--- src/rtl/mips_mem_arbiter_pkg.sv ---
// Shared types for the MIPS unified-memory arbiter: owner state encoding and
// statistics counter width.
package mem_arb_pkg;

  // Memory owner; the core owns the memory by default.
  typedef enum logic [0:0] {
    S_CORE = 1'b0,
    S_HOST = 1'b1
  } owner_e;

  localparam int unsigned STAT_W = 16;

endpackage

--- src/rtl/mips_mem_arbiter_if.sv ---
// Bus bundle between the MIPS core, the host port and Memory_System.
// The arbiter takes the slave view; the surrounding core/host/memory take master.
interface mips_mem_arbiter_if #(
  parameter int unsigned AW = 32,
  parameter int unsigned DW = 32
);

  logic          core_req;
  logic          core_we;
  logic [AW-1:0] core_addr;
  logic [DW-1:0] core_wdata;
  logic [DW-1:0] core_rdata;
  logic          core_stall;

  logic          host_req;
  logic          host_we;
  logic [AW-1:0] host_addr;
  logic [DW-1:0] host_wdata;
  logic [DW-1:0] host_rdata;
  logic          host_ack;

  logic          mem_we;
  logic [AW-1:0] mem_addr;
  logic [DW-1:0] mem_wdata;
  logic [DW-1:0] mem_rdata;

  modport slave (
    input  core_req, core_we, core_addr, core_wdata,
    output core_rdata, core_stall,
    input  host_req, host_we, host_addr, host_wdata,
    output host_rdata, host_ack,
    output mem_we, mem_addr, mem_wdata,
    input  mem_rdata
  );

  modport master (
    output core_req, core_we, core_addr, core_wdata,
    input  core_rdata, core_stall,
    output host_req, host_we, host_addr, host_wdata,
    input  host_rdata, host_ack,
    input  mem_we, mem_addr, mem_wdata,
    output mem_rdata
  );

endinterface

--- src/rtl/mips_mem_arbiter_sat_counter.sv ---
// Saturating up-counter with synchronous clear; holds at all-ones.
module sat_counter #(
  parameter int unsigned Width = 16
) (
  input  logic             clk_i,
  input  logic             rst_ni,
  input  logic             inc_i,
  input  logic             clear_i,
  output logic [Width-1:0] count_o
);

  logic [Width-1:0] cnt_q, cnt_d;

  // Next count: clear wins, otherwise increment unless saturated.
  always_comb begin
    cnt_d = cnt_q;
    if (clear_i) begin
      cnt_d = '0;
    end else if (inc_i && (cnt_q != {Width{1'b1}})) begin
      cnt_d = cnt_q + 1'b1;
    end
  end

  // Count register.
  always_ff @(posedge clk_i or negedge rst_ni) begin
    if (!rst_ni) begin
      cnt_q <= '0;
    end else begin
      cnt_q <= cnt_d;
    end
  end

  assign count_o = cnt_q;

endmodule

--- src/rtl/mips_mem_arbiter.sv ---
// Arbiter sharing the multi-cycle MIPS core's unified memory with a host port.
// The core owns the memory by default; a pending host request is granted one
// access after at most MAX_CORE_RUN+1 cycles. core_stall freezes the core.
// Optional macro ARB_STATS_EN adds saturating host-grant / stall-cycle counters.
module mips_mem_arbiter
  import mem_arb_pkg::*;
#(
  parameter int unsigned AW           = 32,
  parameter int unsigned DW           = 32,
  parameter int unsigned MAX_CORE_RUN = 4
) (
  input  logic              clk,
  input  logic              reset,
  mips_mem_arbiter_if.slave bus,
  output logic [STAT_W-1:0] stat_host,
  output logic [STAT_W-1:0] stat_stall
);

  localparam int unsigned RunW = (MAX_CORE_RUN > 0) ? $clog2(MAX_CORE_RUN + 1) : 1;
  localparam logic [RunW-1:0] RunMax = RunW'(MAX_CORE_RUN);

  owner_e          state_q, state_d;
  logic [RunW-1:0] run_cnt_q, run_cnt_d;
  logic            host_sel;
  logic            host_ack_w;
  logic            core_stall_w;
  logic [AW-1:0]   addr_mux;
  logic [DW-1:0]   wdata_mux;

  // Owner next state and host wait counter.
  always_comb begin
    state_d   = state_q;
    run_cnt_d = run_cnt_q;
    unique case (state_q)
      S_CORE: begin
        if (!bus.host_req) begin
          run_cnt_d = '0;
        end else if (bus.core_req && (run_cnt_q != RunMax)) begin
          run_cnt_d = run_cnt_q + 1'b1;
        end
        if (bus.host_req && (!bus.core_req || (run_cnt_q == RunMax))) begin
          state_d   = S_HOST;
          run_cnt_d = '0;
        end
      end
      S_HOST: begin
        // One access per grant, so the core always gets the next cycle.
        state_d   = S_CORE;
        run_cnt_d = '0;
      end
    endcase
  end

  // Owner FSM and wait counter registers.
  always_ff @(posedge clk or negedge reset) begin
    if (!reset) begin
      state_q   <= S_CORE;
      run_cnt_q <= '0;
    end else begin
      state_q   <= state_d;
      run_cnt_q <= run_cnt_d;
    end
  end

  // Memory mux follows the registered owner; strobes are forced low during reset
  // so an access in flight is dropped without writing.
  always_comb begin
    host_sel     = (state_q == S_HOST);
    addr_mux     = host_sel ? bus.host_addr : bus.core_addr;
    wdata_mux    = host_sel ? bus.host_wdata : bus.core_wdata;
    host_ack_w   = reset & host_sel & bus.host_req;
    core_stall_w = reset & host_sel & bus.core_req;
    bus.mem_we   = reset & (host_sel ? (bus.host_we & bus.host_req) : bus.core_we);
  end

  assign bus.mem_addr   = addr_mux;
  assign bus.mem_wdata  = wdata_mux;
  assign bus.core_rdata = bus.mem_rdata;
  assign bus.host_rdata = bus.mem_rdata;
  assign bus.host_ack   = host_ack_w;
  assign bus.core_stall = core_stall_w;

`ifdef ARB_STATS_EN
  sat_counter #(
    .Width (STAT_W)
  ) u_stat_host (
    .clk_i   (clk),
    .rst_ni  (reset),
    .inc_i   (host_ack_w),
    .clear_i (1'b0),
    .count_o (stat_host)
  );

  sat_counter #(
    .Width (STAT_W)
  ) u_stat_stall (
    .clk_i   (clk),
    .rst_ni  (reset),
    .inc_i   (core_stall_w),
    .clear_i (1'b0),
    .count_o (stat_stall)
  );
`else
  assign stat_host  = '0;
  assign stat_stall = '0;
`endif

endmodule

--- src/flat_wrapper.sv ---
// flat-port wrapper written by rule: the top's interface ports become plain ports
module mips_mem_arbiter_flat import mem_arb_pkg::*;
#(
  parameter int unsigned AW           = 32,
  parameter int unsigned DW           = 32,
  parameter int unsigned MAX_CORE_RUN = 4
)
  (clk, reset, stat_host, stat_stall, bus_core_req, bus_core_we, bus_core_addr, bus_core_wdata, bus_core_rdata, bus_core_stall, bus_host_req, bus_host_we, bus_host_addr, bus_host_wdata, bus_host_rdata, bus_host_ack, bus_mem_we, bus_mem_addr, bus_mem_wdata, bus_mem_rdata);
  mips_mem_arbiter_if #(.AW(AW), .DW(DW)) bus_i ();
  input  logic clk;
  input  logic reset;
  output logic [STAT_W-1:0] stat_host;
  output logic [STAT_W-1:0] stat_stall;
  input wire logic [$bits(bus_i.core_req)-1:0] bus_core_req;
  input wire logic [$bits(bus_i.core_we)-1:0] bus_core_we;
  input wire logic [$bits(bus_i.core_addr)-1:0] bus_core_addr;
  input wire logic [$bits(bus_i.core_wdata)-1:0] bus_core_wdata;
  output wire logic [$bits(bus_i.core_rdata)-1:0] bus_core_rdata;
  output wire logic [$bits(bus_i.core_stall)-1:0] bus_core_stall;
  input wire logic [$bits(bus_i.host_req)-1:0] bus_host_req;
  input wire logic [$bits(bus_i.host_we)-1:0] bus_host_we;
  input wire logic [$bits(bus_i.host_addr)-1:0] bus_host_addr;
  input wire logic [$bits(bus_i.host_wdata)-1:0] bus_host_wdata;
  output wire logic [$bits(bus_i.host_rdata)-1:0] bus_host_rdata;
  output wire logic [$bits(bus_i.host_ack)-1:0] bus_host_ack;
  output wire logic [$bits(bus_i.mem_we)-1:0] bus_mem_we;
  output wire logic [$bits(bus_i.mem_addr)-1:0] bus_mem_addr;
  output wire logic [$bits(bus_i.mem_wdata)-1:0] bus_mem_wdata;
  input wire logic [$bits(bus_i.mem_rdata)-1:0] bus_mem_rdata;
  assign bus_i.core_req = bus_core_req;
  assign bus_i.core_we = bus_core_we;
  assign bus_i.core_addr = bus_core_addr;
  assign bus_i.core_wdata = bus_core_wdata;
  assign bus_core_rdata = bus_i.core_rdata;
  assign bus_core_stall = bus_i.core_stall;
  assign bus_i.host_req = bus_host_req;
  assign bus_i.host_we = bus_host_we;
  assign bus_i.host_addr = bus_host_addr;
  assign bus_i.host_wdata = bus_host_wdata;
  assign bus_host_rdata = bus_i.host_rdata;
  assign bus_host_ack = bus_i.host_ack;
  assign bus_mem_we = bus_i.mem_we;
  assign bus_mem_addr = bus_i.mem_addr;
  assign bus_mem_wdata = bus_i.mem_wdata;
  assign bus_i.mem_rdata = bus_mem_rdata;
  mips_mem_arbiter #(.AW(AW), .DW(DW), .MAX_CORE_RUN(MAX_CORE_RUN)) u_core (.clk(clk), .reset(reset), .bus(bus_i), .stat_host(stat_host), .stat_stall(stat_stall));
endmodule
--- config.mk ---
export PLATFORM = sky130hd
export DESIGN_NAME = mips_mem_arbiter_flat
export DESIGN_NICKNAME = d
export VERILOG_FILES = /design/src/rtl/mips_mem_arbiter_pkg.sv /design/src/rtl/mips_mem_arbiter_if.sv /design/src/rtl/mips_mem_arbiter_sat_counter.sv /design/src/rtl/mips_mem_arbiter.sv /design/src/flat_wrapper.sv
export SDC_FILE = /design/constraint.sdc
export NUM_CORES = 1
export LEC_CHECK = 0
export ABC_AREA = 1
export CORE_AREA = 2 2 128 130
export CTS_CLUSTER_SIZE = 12
export DETAILED_ROUTE_END_ITERATION = 16
export DIE_AREA = 0 0 130 132
export GPL_TIMING_DRIVEN = 0
export PLACE_DENSITY = 0.58
export SLEW_MARGIN = 0
export SYNTH_ARGS = -nofsm -noshare
export SYNTH_HDL_FRONTEND = slang
export SYNTH_SLANG_ARGS = --single-unit
--- constraint.sdc ---
create_clock -name clk -period 1.5 [get_ports clk]
set_clock_uncertainty 0.2 [all_clocks]
set_input_delay 0.15 -clock clk [delete_from_list [all_inputs] [get_ports clk]]
set_output_delay 0.15 -clock clk [all_outputs]
set_load 0.02 [all_outputs]
== Yosys cells after proc, flatten, opt, wreduce, memory -nomap -nowiden ==
Cells that the tools add are included.
Operators by class
  reduce and logical (&&, ||, !) cells: 4
  add/sub/neg operators: 1
  mux-type cells: 9
  bitwise logic cells: 6
  eq/ne operators: 3
Operator list (number)
  $mux W32: 2
  $mux W3: 3
  $pmux W3 S2: 1
  $and A1 B1 Y1: 5
  $ne A4 B2 Y1 const B: 1
  $add A3 B1 Y3 const B: 1
  $eq A3 B3 Y1 const B: 1
  $ne A3 B3 Y1 const B: 1
  $logic_and A1 B1 Y1: 2
  $mux W1: 2
  $pmux W1 S2: 1
  $logic_not A1 Y1: 1
  $logic_or A1 B1 Y1: 1
  $not A1 Y1: 1
Word-level totals
  register bits: 4
  input port bits: 166
  output and inout port bits: 163
  word-level logic and storage cells: 25

== Longest topological paths before layout ==
  depth in word-level cells: 6
  gate-level depth with buffers: 5
  mapped depth without buffers: 5

== Worst setup path after synthesis ==
No wires, ideal clock.
  path kind: register -> output
  from: reg u_core.state_q, in the netlist u_core.host_sel
  to: out bus_mem_we
  stages on the path, launching flop included: 6
  path slack: 0.016 ns
  path buffers: 1
  required time: 1.150 ns
  arrival time: 1.134 ns
  cell sequence: dfrtp_1 > buf_4 > nand2_1 > nor2_1 > nand2_1 > nand2_1
On the way
  cells in the longest elaborated chain, start to end: 2
Ends and longest elaborated chain
  from (decl): RTL line mips_mem_arbiter.sv:22  | owner_e state_q, state_d;
  from (signal assigned): RTL line mips_mem_arbiter.sv:60  | state_q <= state_d;
  $mux W1: RTL line mips_mem_arbiter.sv:73  | bus.mem_we = reset & (host_sel ? (bus.host_we & bus.host_req) : bus.core_we);
  $and A1 B1 Y1: RTL line mips_mem_arbiter.sv:73
  to (decl): RTL line flat_wrapper.sv:26  | output wire logic [$bits(bus_i.mem_we)-1:0] bus_mem_we;
No other way between the ends.

== Worst setup path in the final report ==
  from: reg u_core.state_q, in the netlist u_core.host_sel
  to: out bus_mem_addr[0]
On the way
  cells in the longest elaborated chain, start to end: 1
Ends and longest elaborated chain
  $mux W32: RTL line mips_mem_arbiter.sv:69  | addr_mux = host_sel ? bus.host_addr : bus.core_addr;
  to (decl): RTL line flat_wrapper.sv:27  | output wire logic [$bits(bus_i.mem_addr)-1:0] bus_mem_addr;
No other way between the ends.

==> results.sh <==
export IMPL_synth_area_um2=1729
export IMPL_failed_checks="setup timing"
export IMPL_synth_distinct_cells=14
export IMPL_ir_drop_mv=0.2377
export IMPL_critPathLaunchType="flip-flop"
export IMPL_htree_levels=1
export IMPL_setup_viol=65
export IMPL_hpwl_um=8560
export IMPL_ys_ff_latch=4
export IMPL_worst_setup_path_type="flip-flop to output port"
export IMPL_cpMostUsedCell="nand2_1"
export IMPL_yosysSeqAreaShare=0.05789
export IMPL_critical_path_endpoint="bus_mem_addr[0]"
export IMPL_cts_buffers=3
export IMPL_drt_wirelength_per_cell_um=12.12
export IMPL_nNetsFinal=813
export IMPL_drtPass1Iterations=3
export IMPL_routed_via_count=2891
export IMPL_synthCells=329
export IMPL_path_depth=6
export IMPL_holdPathStages=1
export IMPL_clock_sinks=4
export IMPL_placed_area_um2=4758
export IMPL_r2r_cells=6
export IMPL_routed_wl_um=10410
export IMPL_grt_max_degree=11
export IMPL_critPathRequiredTime_ns=1.15
export IMPL_rrSetupSlack_ns=0.06
export IMPL_crit_family="buffers and inverters"
export IMPL_rows=46
export IMPL_mostFrequentLayoutCells="clkdlybuf4s50_1 (196), nand2_1 (123), buf_4 (101)"
export IMPL_fp_dieW_um=130
export IMPL_clockBufferDepth=2
export IMPL_rr_endpoint="u_core.run_cnt_q[1]"
export IMPL_leakagePower_nw=2.798
export IMPL_slowest_stage="dfrtp_2"
export IMPL_hp_class="flip-flop to flip-flop"
export IMPL_die_area_um2=17160
export IMPL_cp_num_buf_inv=4
export IMPL_grtUsageTotal=0.1059
export IMPL_setup_ws_ns=-0.1776
export IMPL_grt_pass1_vias=2805
export IMPL_startpoint="u_core.host_sel"
export IMPL_diodes=0
export IMPL_period_share=1.118
export IMPL_drive_above_1_share=0.4277
export IMPL_drtIter0Drc=22
export IMPL_cts_root_buf="clkbuf_16"
export IMPL_slowest_delay_ns=0.43
export IMPL_die_h_um=132
export IMPL_overflow=0
export IMPL_r2r_start="u_core.host_sel"
export IMPL_ys_warnings_count=0
export IMPL_p_per_area_nw_per_um2=439.5
export IMPL_finalHoldViolCount=0
export IMPL_drv_cap=0
export IMPL_clk_pin_slew_ns=0.03
export IMPL_place_gp_congestion=0.7474
export IMPL_cts_tree="yes"
export IMPL_rsz0062_at_grt="true"
export IMPL_ant_nets=0
export IMPL_stdcell_area_um2=5620
export IMPL_clock_fmax_ghz=0.5961
export IMPL_initial_core_util=0.1100
export IMPL_cp_max_fo=10
export IMPL_clock_latency_ns=0.22
export IMPL_power_mw=2.470
export IMPL_arrival_ns=1.33
export IMPL_avgSynthCellArea_um2=5.256
export IMPL_antenna_found_initial=0
export IMPL_crit_path_cell_trace="clkinv_4 > buf_12 > buf_8 > nand2_1 > nand2_1 > buf_6"
export IMPL_grt_pass1_wl_um=14260
export IMPL_layout_commonest_cell="clkdlybuf4s50_1"
export IMPL_outcome="complete, but fails checks"
export IMPL_layout_min_cycle_time_ns=1.678
export IMPL_viasPerCell=3.366
export IMPL_syn2layout_area_growth_pct=225.0
export IMPL_io_pins=329
export IMPL_port_buffers=264
export IMPL_drv_slew=0
export IMPL_drc=0
export IMPL_coreArea_um2=15710
export IMPL_critPathCaptureType="output port"
-- sequential cells by signal (all words and copies together), names as in the netlist --
| register | cells |
|---|---|
| u_core.run_cnt_q | 3 |
| u_core.host_sel | 1 |
-- what timing repair did --
action,4_1_cts,5_1_grt
endpoints found under the setup margin,67,67
pin swaps,4,21
setup buffers,4,8
hold endpoints to repair,4,0
hold buffers,1,0
resized for setup,394,163
cloned,0,5
-- worst reg2reg max path, delay by kind of cell, from the launching register on --
family / cells / cell delay, ns
DFF: 1 / 0.43
buffers and inverters: 4 / 0.50
and+or+nand+nor: 2 / 0.18
-- Yosys cell counts --
master | count | share of area
a21oi_1 | 1 | 0.0029
buf_2 | 11 | 0.032
buf_4 | 98 | 0.43
clkbuf_1 | 1 | 0.0022
conb_1 | 1 | 0.0022
dfrtp_1 | 4 | 0.058
ha_1 | 2 | 0.014
inv_1 | 4 | 0.0087
inv_2 | 1 | 0.0022
nand2_1 | 198 | 0.43
nand3_1 | 1 | 0.0029
nand4_1 | 1 | 0.0036
nor2_1 | 5 | 0.011
xnor2_1 | 1 | 0.0051
-- layout make-up --
type                       instances  area, µm²
buffer                           108      909.6
clock buffer                       3      75.07
fill                            1654      10090
inverter                           5      23.77
multi-input combinational        241       1245
sequential                         4      101.3
tap                              216      270.3
timing repair buffer             282       2995
-- kinds of logic (layout without fill, tap and decap cells) --
group,count (synthesis),count (layout),synth area share
xor gates and xnor gates,1,1,0.005066
and+or+nand+nor,205,205,0.4472
adders and majority gates,2,2,0.01447
DFF,4,4,0.05789
buffers and inverters,115,398,0.4703
AOI/OAI and AO/OA,1,1,0.002892
other,1,32,0.002169
-- power breakdown --
group          switching (mW)  leakage [nW]  internal (mW)
Sequential            0.00553        0.0528          0.113
Clock                  0.0692        0.0370          0.340
Combinational           0.840          2.71           1.10
Total                   0.915          2.80           1.56
-- routing by layer --
metal	share of wire	vias to the layer above	track usage
li1	-	1478	-
met1	0.33	1227	0.1008
met2	0.56	182	0.2179
met3	0.11	4	0.03490
met4	0.0060	0	0.01434
met5	0	-	0
-- stage by stage --
stage          setup slack [ns]  instances    util  hold WS [ns]  setup TNS [ns]
6_report                -0.1776        859  0.3577        0.2711          -9.099
3_5_place_dp            -0.7021        840  0.3028        0.2038          -34.30
2_1_floorplan           0.01635        360       -       -0.3456               0
4_1_cts                 -0.2348        848  0.3168        0.2757          -10.07
3_3_place_gp            -0.7225        840  0.3028        0.2021          -34.37
5_1_grt                 -0.2366        859  0.3577        0.3093          -13.14
-- worst min path at each step --
stage	from	endpoint	slack (ns)
after floorplan	reset	u_core.host_sel	-0.35
after global placement	reset	u_core.host_sel	0.20
after detailed placement	reset	u_core.host_sel	0.20
after CTS	u_core.run_cnt_q[0]	u_core.run_cnt_q[0]	0.28
after global routing	u_core.run_cnt_q[0]	u_core.run_cnt_q[0]	0.31
final	u_core.run_cnt_q[0]	u_core.run_cnt_q[0]	0.27
No activity file was read; power rests on OpenSTA's default activity.
